===== config.mk =====
export PLATFORM = sky130hd
export DESIGN_NAME = apb_interconnect
export DESIGN_NICKNAME = d
export VERILOG_FILES = /design/src/rtl/apb_pkg.sv /design/src/rtl/apb_addr_decode.sv /design/src/rtl/apb_interconnect.sv
export SDC_FILE = /design/constraint.sdc
export NUM_CORES = 1
export LEC_CHECK = 0
export BUFFER_PORTS_ARGS = -buffer_cell sky130_fd_sc_hd__buf_2
export CAP_MARGIN = 20
export CORE_AREA = 2 2 126 128
export DETAILED_ROUTE_END_ITERATION = 8
export DIE_AREA = 0 0 128 130
export GPL_ROUTABILITY_DRIVEN = 0
export GPL_TIMING_DRIVEN = 0
export PLACE_DENSITY_LB_ADDON = 0.05
export SETUP_SLACK_MARGIN = 0.5
export SYNTH_ARGS = -nofsm -noshare
export SYNTH_HDL_FRONTEND = slang
export SYNTH_SLANG_ARGS = --single-unit

===== constraint.sdc =====
create_clock -name pclk -period 5.4 [get_ports pclk]
set_clock_uncertainty 0.2 [all_clocks]
set_input_delay 0.27 -clock pclk [delete_from_list [all_inputs] [get_ports pclk]]
set_output_delay 0.27 -clock pclk [all_outputs]
set_load 0.02 [all_outputs]

===== src/rtl/apb_pkg.sv =====
// Shared types and constants for the APB interconnect and its address decoder.
package apb_pkg;

  typedef enum logic [1:0] {
    IDLE   = 2'd0,
    ACCESS = 2'd1,
    ERROR  = 2'd2
  } apb_state_e;

  localparam logic [1:0] FAULT_UNMAPPED = 2'b01;
  localparam logic [1:0] FAULT_TIMEOUT  = 2'b10;
  localparam logic [1:0] FAULT_SLVERR   = 2'b11;

  // Width of an index able to address n completers; never below 1 bit.
  function automatic int unsigned apb_idx_width(input int unsigned n);
    int unsigned w;
    w = 1;
    while ((2 ** w) < n) w++;
    return w;
  endfunction

endpackage


===== src/rtl/apb_addr_decode.sv =====
// Combinational base/mask address decoder; the lowest-index matching window wins.
module apb_addr_decode
  import apb_pkg::*;
#(
  parameter int unsigned ADDR_WIDTH = 32,
  parameter int unsigned NUM_SLAVES = 5,
  parameter int unsigned IDX_W      = 3,
  parameter logic [NUM_SLAVES*ADDR_WIDTH-1:0] SLAVE_BASE = '0,
  parameter logic [NUM_SLAVES*ADDR_WIDTH-1:0] SLAVE_MASK = '0
) (
  input  logic [ADDR_WIDTH-1:0] addr_i,
  output logic [NUM_SLAVES-1:0] hit_onehot_o,
  output logic [IDX_W-1:0]      hit_idx_o,
  output logic                  miss_o
);

  logic found;

  // Priority search from slave 0 upward so overlapping windows resolve to the lowest index.
  always_comb begin
    hit_onehot_o = '0;
    hit_idx_o    = '0;
    found        = 1'b0;
    for (int unsigned i = 0; i < NUM_SLAVES; i++) begin
      if (!found &&
          ((addr_i & SLAVE_MASK[i*ADDR_WIDTH +: ADDR_WIDTH]) ==
           SLAVE_BASE[i*ADDR_WIDTH +: ADDR_WIDTH])) begin
        hit_onehot_o[i] = 1'b1;
        hit_idx_o       = IDX_W'(i);
        found           = 1'b1;
      end
    end
    miss_o = ~found;
  end

endmodule


===== src/rtl/apb_interconnect.sv =====
// APB interconnect: one requester to NUM_SLAVES completers with registered transfer
// state, response timeout, unmapped-address error termination and sticky fault capture.
module apb_interconnect
  import apb_pkg::*;
#(
  parameter int unsigned ADDR_WIDTH     = 32,
  parameter int unsigned DATA_WIDTH     = 32,
  parameter int unsigned NUM_SLAVES     = 5,
  parameter logic [NUM_SLAVES*ADDR_WIDTH-1:0] SLAVE_BASE = '0,
  parameter logic [NUM_SLAVES*ADDR_WIDTH-1:0] SLAVE_MASK = '0,
  parameter int unsigned TIMEOUT_CYCLES = 255,
  parameter int unsigned TMO_WIDTH      = 8
) (
  input  logic                             pclk,
  input  logic                             rst,
  input  logic [ADDR_WIDTH-1:0]            paddr,
  input  logic [DATA_WIDTH-1:0]            pdata,
  input  logic                             pwrite,
  input  logic [3:0]                       pstb,
  input  logic                             psel,
  input  logic                             penable,
  output logic [DATA_WIDTH-1:0]            prdata,
  output logic                             pready,
  output logic                             perr,
  output logic [NUM_SLAVES-1:0]            s_sel,
  output logic [NUM_SLAVES-1:0]            s_enable,
  input  logic [NUM_SLAVES*DATA_WIDTH-1:0] s_rdata,
  input  logic [NUM_SLAVES-1:0]            s_ready,
  input  logic [NUM_SLAVES-1:0]            s_perr,
  output logic                             fault_valid,
  output logic [ADDR_WIDTH-1:0]            fault_addr,
  output logic [1:0]                       fault_cause,
  input  logic                             fault_clear
);

  localparam int unsigned IDX_W = apb_idx_width(NUM_SLAVES);

  apb_state_e             state_q, state_d;
  logic [IDX_W-1:0]       idx_q, idx_d;
  logic [ADDR_WIDTH-1:0]  paddr_q, paddr_d;
  logic [TMO_WIDTH-1:0]   tmo_q, tmo_d;
  logic                   fault_valid_q;
  logic [ADDR_WIDTH-1:0]  fault_addr_q;
  logic [1:0]             fault_cause_q;

  logic [NUM_SLAVES-1:0]  hit_onehot;
  logic [IDX_W-1:0]       hit_idx;
  logic                   miss;

  logic [NUM_SLAVES-1:0]  sel_onehot;
  logic [DATA_WIDTH-1:0]  sel_rdata;
  logic                   sel_ready, sel_perr, timeout;
  logic                   fault_evt;
  logic [1:0]             fault_evt_cause;

  // Data, write and strobes are broadcast to the completers outside this block.
  logic unused_bcast;
  assign unused_bcast = ^{pdata, pwrite, pstb};

  apb_addr_decode #(
    .ADDR_WIDTH (ADDR_WIDTH),
    .NUM_SLAVES (NUM_SLAVES),
    .IDX_W      (IDX_W),
    .SLAVE_BASE (SLAVE_BASE),
    .SLAVE_MASK (SLAVE_MASK)
  ) u_decode (
    .addr_i       (paddr),
    .hit_onehot_o (hit_onehot),
    .hit_idx_o    (hit_idx),
    .miss_o       (miss)
  );

  // Route the completer selected at setup back to the requester.
  always_comb begin
    sel_onehot = '0;
    sel_rdata  = '0;
    sel_ready  = 1'b0;
    sel_perr   = 1'b0;
    for (int unsigned i = 0; i < NUM_SLAVES; i++) begin
      if (IDX_W'(i) == idx_q) begin
        sel_onehot[i] = 1'b1;
        sel_rdata     = s_rdata[i*DATA_WIDTH +: DATA_WIDTH];
        sel_ready     = s_ready[i];
        sel_perr      = s_perr[i];
      end
    end
    timeout = (TIMEOUT_CYCLES != 0) && (tmo_q == TMO_WIDTH'(TIMEOUT_CYCLES)) && !sel_ready;
  end

  // Transfer FSM, requester/completer handshake and fault event generation.
  always_comb begin
    state_d         = state_q;
    idx_d           = idx_q;
    paddr_d         = paddr_q;
    tmo_d           = tmo_q;
    s_sel           = '0;
    s_enable        = '0;
    prdata          = '0;
    pready          = 1'b0;
    perr            = 1'b0;
    fault_evt       = 1'b0;
    fault_evt_cause = FAULT_UNMAPPED;
    case (state_q)
      IDLE: begin
        if (psel && !penable) begin
          s_sel   = hit_onehot;
          idx_d   = hit_idx;
          paddr_d = paddr;
          tmo_d   = '0;
          state_d = miss ? ERROR : ACCESS;
        end
      end
      ACCESS: begin
        if (!psel) begin
          state_d = IDLE;
        end else begin
          s_sel = sel_onehot;
          if (timeout) begin
            pready = 1'b1;
            perr   = 1'b1;
          end else begin
            s_enable = penable ? sel_onehot : '0;
            pready   = sel_ready;
            perr     = sel_perr;
            prdata   = sel_rdata;
          end
          if (penable && (timeout || sel_ready)) begin
            state_d = IDLE;
            if (timeout) begin
              fault_evt       = 1'b1;
              fault_evt_cause = FAULT_TIMEOUT;
            end else if (sel_perr) begin
              fault_evt       = 1'b1;
              fault_evt_cause = FAULT_SLVERR;
            end
          end else if (penable && !sel_ready && (tmo_q != '1)) begin
            tmo_d = tmo_q + TMO_WIDTH'(1);
          end
        end
      end
      ERROR: begin
        if (!psel) begin
          state_d = IDLE;
        end else if (penable) begin
          pready          = 1'b1;
          perr            = 1'b1;
          state_d         = IDLE;
          fault_evt       = 1'b1;
          fault_evt_cause = FAULT_UNMAPPED;
        end
      end
      default: state_d = IDLE;
    endcase
    if (rst) begin
      s_sel     = '0;
      s_enable  = '0;
      prdata    = '0;
      pready    = 1'b0;
      perr      = 1'b0;
      fault_evt = 1'b0;
    end
  end

  // State registers and first-fault-wins capture; a clear coinciding with a new fault keeps it.
  always_ff @(posedge pclk) begin
    if (rst) begin
      state_q       <= IDLE;
      idx_q         <= '0;
      paddr_q       <= '0;
      tmo_q         <= '0;
      fault_valid_q <= 1'b0;
      fault_addr_q  <= '0;
      fault_cause_q <= '0;
    end else begin
      state_q <= state_d;
      idx_q   <= idx_d;
      paddr_q <= paddr_d;
      tmo_q   <= tmo_d;
      if (fault_evt && (!fault_valid_q || fault_clear)) begin
        fault_valid_q <= 1'b1;
        fault_addr_q  <= paddr_q;
        fault_cause_q <= fault_evt_cause;
      end else if (fault_clear) begin
        fault_valid_q <= 1'b0;
      end
    end
  end

  assign fault_valid = fault_valid_q;
  assign fault_addr  = fault_addr_q;
  assign fault_cause = fault_cause_q;

endmodule

==> impl_metrics.yaml, run 1 <==
run_status:
  status: "complete, but fails checks"
  violations: "negative hold slack"
logic_synthesis:
  ys.flop_type: "dfxtp_1"
  ys_seq_area_frac: 0.467
  yosys_warnings: 0
  ys_top_cells_by_count: "76 x dfxtp_1, 70 x a21oi_1, 68 x nand2_1"
  ys_async_sr_fraction: 0
  synth_compound_area_frac: 0.190
  post_synth_fa_ha_maj_area_fraction: 0.00384
  yosys.area_share.simple: 0.261
  synthMuxAreaShare: 0
  ys_types: 38
  synth_xor_area_frac: 0.0107
  avgSynthCellArea_um2: 7.95
  yosysMostFrequentCell: "dfxtp_1"
  synth_area_mm2: 0.00326
  synth_edf_count: 0
  syn_inst: 410
  synth_top_cell_by_area: "dfxtp_1"
  synth-seq-cells: 76
  synthTopCellsByArea: "dfxtp_1 47%, a21oi_1 11%, nand2_1 7.8%, and2_1 6.1%, nand3_1 5.5%"
  synth_top_cell_area_share: 0.467
  synth_top_family_by_area: "simple AND/OR/NAND/NOR gates"
global_route:
  antenna_found_initial: 0
  globalRouteTotalUtil: 0.141
  grt_pass1_vias: 3484
  grt_max_degree: 13
  overflow: 0
  grt_pass1_wl_um: 17800
pwr:
  p_total_uw: 1290
  p_per_area_mw_per_mm2: 269
  p_leak_uw: 0.00208
  p_int_uw: 983
  seq_power_share: 0.446
  power.switching_uw: 312
  ir_drop_uv: 143
  p_sw_frac: 0.241
  clockPowerShare: 0.460
  p_comb_frac: 0.093
sta:
  max_freq_mhz: 345
  finalSetupViolCount: 0
  hold_viol_final: 1
  tightest_slew_ns: 0.575
  final.hold.worst_slack_ns: -0.00289
  fin_crit_sh: 0.536
  slew-limit-headroom: 0.617
  finalMaxSlewViolations: 0
  rsz0062_at_grt: "no"
  tns_ns: 0
  fin_crit_ns: 2.90
detailed_routing:
  via_per_inst: 4.39
  drt_wl_total_um: 11400
  vias: 3489
  wl_per_cell_um: 14.3
  drt-pass1-iter-count: 4
  route.detailed.drc: 0
  drtIter0Drc: 112
  postRouteAntennaNets: 0
setup_path:
  ff2ff_setup_slack_ns: 3.05
  critical_path.max_fanout: 10
  cp_num_buf_inv: 2
  arrival_ns: 2.43
  end_kind: "primary output"
  critPathLaunchType: "flop"
  path_cells: "ha_1 -> nand3_1 -> nor3_2 -> nor2_1 -> clkbuf_1 -> and2_1 -> buf_2"
  path_delay_family: "simple AND/OR/NAND/NOR gates"
  rr_worst_depth: 6
  worst_path_largest_cell_delay_ns: 0.37
  crit_start: "tmo_q[0]"
  reg2reg_from: "tmo_q[0]"
  slowest_stage: "nor2_1"
  worstReg2RegEnd: "fault_addr[0]"
  path_class: "flop to primary output"
  crit_required_ns: 4.93
die:
  core_area_mm2: 0.0154
  ios: 323
  die_w_um: 128
  die_y_um: 130
  start_util: 0.211
  num_rows: 46
  die_area_mm2: 0.0166
clock_network:
  cts.clk_slew.worst_paths_ns: 0.06
  postCtsSetupRepairBufs: 0
  clock-root-buffer: "clkbuf_16"
  clockBufferDepth: 2
  htreeDepth: 3
  worstSkewPairLatency_ns: 0.34
  numCtsBuffers: 9
  cts.sinks: 76
  cts_tree: "built"
worst_hold_path:
  min_to: "paddr_q[0]"
  hp-class: "input port to flop"
  min_from: "paddr[0]"
  min_delay_path_depth: 3
placed_design:
  dpl.hpwl_um: 8540
  dp_cells: 749
  io_buffer_count: 140
  placed_cell_area_mm2: 0.00423
finish:
  areaGrowthSynthToFinish_pct: 47.6
  finalNonFillerCells: 794
  diodes: 0
  layout-drive-gt1-share: 0.287
  fin_nets: 843
  finalInstanceArea_mm2: 0.00481
flow_run:
  max_cap_violations: 0
[worst reg2reg max path, cell delays in order, from the launching register on]
cell and delay [ns]:
dfxtp_1 0.40, ha_1 0.22, nand3_1 0.33, o31a_1 0.46
clkbuf_1 0.28, o21ai_0 0.24, a21oi_1 0.08
[power groups by stage]
stage	sequential, uW	combinational, uW	clock [uW]
after floorplan	589	56.6	0
after global placement	590	106	0
after detailed placement	590	106	0
after CTS	578	123	614
after global routing	579	134	641
final	578	121	596
[worst max path at each step]
stage / slack (ns) / endpoint / cells after the start
2_1_floorplan: 3.37 / prdata[10] / 6
3_3_place_gp: 2.82 / prdata[21] / 7
3_5_place_dp: 2.79 / prdata[21] / 7
4_1_cts: 2.40 / prdata[21] / 7
5_1_grt: 2.25 / prdata[21] / 7
6_report: 2.50 / prdata[21] / 7
[per-layer routing]
metal	GRT usage	part of all wire	up-vias
met4	0.0498	0.019	0
met1	0.161	0.43	1579
met5	0	0	-
met3	0.0484	0.077	12
li1	-	-	1756
met2	0.245	0.48	142
[logic make-up after synthesis]
kind of cell | count (synthesis)
buffers and inverters | 43
adder cells (fa/ha/maj) | 1
flip-flops | 76
XOR/XNOR | 4
AO/OA/AOI/OAI | 115
AND/OR/NAND/NOR | 170
other | 1
[area by class of cell]
class | instances | area (um^2)
buffer | 40 | 208
fill | 1708 | 10600
timing repair buffer | 170 | 1000
clock inverter | 4 | 51.3
tap | 192 | 240
inverter | 3 | 11.3
clock buffer | 11 | 233
multi-input combinational | 298 | 1550
sequential | 76 | 1520
[flip-flops by register name, indices dropped and copies added, names as in the netlist]
signal       cells
fault_addr      32
fault_cause      2
fault_valid      1
paddr_q         32
state_q          1
tmo_q            8
[repair_timing]
| action | CTS | global route |
|---|---|---|
| endpoints found under the hold margin | 30 | 0 |
| resized for setup | 0 | 0 |
| hold buffers | 30 | 0 |
[cells in the final DEF (no fill, tap or decap), types with 2 or more instances in the layout]
cell,synthesis,routed
buf_2,4,144
dfxtp_1,76,76
a21oi_1,70,70
nand2_1,68,68
nand3_1,36,36
and2_1,32,32
dlygate4sd3_1,0,30
clkbuf_1,25,27
o21ai_0,22,22
nor2_1,13,13
o21ai_1,13,13
clkbuf_16,0,9
buf_4,8,8
conb_1,1,8
nor2b_1,4,4
buf_6,3,3
or3_1,3,3
inv_1,3,3
o211ai_1,3,3
xor2_1,3,3
nor3_2,2,2
nor3_1,2,2
o21a_1,2,2
[metrics by stage]
stage | utilization | setup WS [ns]
global placement | 0.274 | 2.82
floorplan | - | 3.37
CTS | 0.312 | 2.40
global route | 0.312 | 2.25
finish | 0.312 | 2.50
detailed placement | 0.274 | 2.79
(Power assumes the default switching activity.)
==> run 2, diff against run 1 <==
==> constraint.sdc (replaced) <==
create_clock -name pclk -period 2.6 [get_ports pclk]
set_clock_uncertainty 0.2 [all_clocks]
set_input_delay 0.13 -clock pclk [delete_from_list [all_inputs] [get_ports pclk]]
set_output_delay 0.13 -clock pclk [all_outputs]
set_load 0.02 [all_outputs]
==> impl_metrics.yaml, run 2 (synthesized netlist as in run 1, its figures left out) <==
detailed_routing:
  vias: 3548
  wl_per_cell_um: 14.4
  route.detailed.drc: 0
  drt_wl_total_um: 11600
  drtIter0Drc: 129
  drt-pass1-iter-count: 4
  postRouteAntennaNets: 0
  via_per_inst: 4.38
finish:
  areaGrowthSynthToFinish_pct: 55.8
  diodes: 0
  finalInstanceArea_mm2: 0.00508
  fin_nets: 859
  layout_common_cells: "137 x buf_2, 70 x a21oi_1, 70 x dfxtp_1"
  finalNonFillerCells: 810
  layout-drive-gt1-share: 0.332
  layout_commonest_cell: "buf_2"
sta:
  final.hold.worst_slack_ns: 0.0198
  slew-limit-headroom: 0.607
  tightest_slew_ns: 0.589
  max_freq_mhz: 489
  finalMaxSlewViolations: 0
  rsz0062_at_grt: "yes"
  finalSetupViolCount: 0
  hold_viol_final: 0
  fin_crit_sh: 0.786
  fin_crit_ns: 2.04
  tns_ns: 0
global_route:
  grt_pass1_wl_um: 18200
  antenna_found_initial: 0
  overflow: 0
  grt_pass1_vias: 3611
  globalRouteTotalUtil: 0.144
  grt_max_degree: 13
setup_path:
  critical_path.max_fanout: 10
  critPathLaunchType: "flop"
  arrival_ns: 1.71
  path_class: "flop to primary output"
  crit_required_ns: 2.27
  slowest_stage: "dfxtp_4"
  worst_path_largest_cell_delay_ns: 0.36
  path_delay_family: "simple AND/OR/NAND/NOR gates"
  path_cells: "ha_4 -> nand3_4 -> nor3_4 -> nor2_4 -> buf_8 -> and2_1 -> buf_6"
  cp_num_buf_inv: 2
  end_kind: "primary output"
placed_design:
  placed_cell_area_mm2: 0.00423
  dpl.hpwl_um: 8540
  dp_cells: 749
  io_buffer_count: 140
clock_network:
  clock-root-buffer: "clkbuf_16"
  worstSkewPairLatency_ns: 0.34
  htreeDepth: 3
  numCtsBuffers: 9
  cts.clk_slew.worst_paths_ns: 0.06
  clockBufferDepth: 2
  cts_tree: "built"
  cts.sinks: 76
pwr:
  p_per_area_mw_per_mm2: 532
  p_leak_uw: 0.00220
  p_total_uw: 2700
  ir_drop_uv: 288
flow_run:
  max_cap_violations: 0
die:
  ios: 323
  die_w_um: 128
  die_y_um: 130
  core_area_mm2: 0.0154
  start_util: 0.211
  die_area_mm2: 0.0166
  num_rows: 46
worst_hold_path:
  hp-class: "input port to flop"
run_status:
  status: "finished clean"
[run 2: cell count changes in the layout (fill, tap and decap cells not counted), moves of 4 or more]
cell           previous run  this run
buf_4                     8        26
clkbuf_1                 27        19
buf_2                   144       137
dfxtp_1                  76        70
dfxtp_2                   0         4
dlygate4sd3_1            30        34
[run 2: path summary, 6_finish.rpt]
check / slack (ns) / depth (start not counted) / end / startpoint
max: 0.56 / 7 / prdata[10] / tmo_q[1]
min: 0.02 / 3 / state_q[0] / psel
max reg2reg: 0.61 / 7 / fault_addr[0] / tmo_q[1]
min reg2reg: 0.25 / 2 / paddr_q[0] / paddr_q[0]
[run 2: what timing repair did]
| action | CTS | global route |
|---|---|---|
| gates resized for setup | 30 | 23 |
| hold endpoints to repair | 34 | 0 |
| pin swaps | 3 | 3 |
| hold buffers | 34 | 0 |
| setup endpoints to repair | 70 | 64 |
| setup buffers | 9 | 3 |
[run 2: worst register-to-register path: stages, from the launching register on]
cell     delay [ns]
dfxtp_4        0.37
ha_4           0.15
nand3_4        0.10
buf_4          0.19
o31a_1         0.34
buf_2          0.23
o21ai_0        0.19
a21oi_1        0.08
[run 2: layout make-up]
cell class | instances | area (um^2)
fill | 1705 | 10300
multi-input combinational | 298 | 1600
sequential | 76 | 1530
timing repair buffer | 186 | 1160
buffer | 40 | 246
tap | 192 | 240
clock buffer | 11 | 233
clock inverter | 4 | 51.3
inverter | 3 | 11.3
[run 2: report_power, final]
group	switching, uW	leakage (uW)	internal [uW]
Combinational	141	0.00144	124
Clock	500	0.000136	739
Sequential	11.8	0.000619	1190
Total	653	0.00220	2050
[run 2: stage by stage]
| step | utilization | setup slack (ns) |
|---|---|---|
| 2_1_floorplan | - | 0.709 |
| 3_3_place_gp | 0.274 | 0.156 |
| 3_5_place_dp | 0.274 | 0.128 |
| 4_1_cts | 0.325 | 0.483 |
| 5_1_grt | 0.329 | 0.465 |
| 6_report | 0.329 | 0.555 |
[run 2: per-layer routing]
metal | up-vias | share of wire | GRT usage
li1 | 1785 | - | -
met1 | 1602 | 0.42 | 0.162
met2 | 147 | 0.48 | 0.253
met3 | 14 | 0.075 | 0.0492
met4 | 0 | 0.020 | 0.0524
met5 | - | 0 | 0
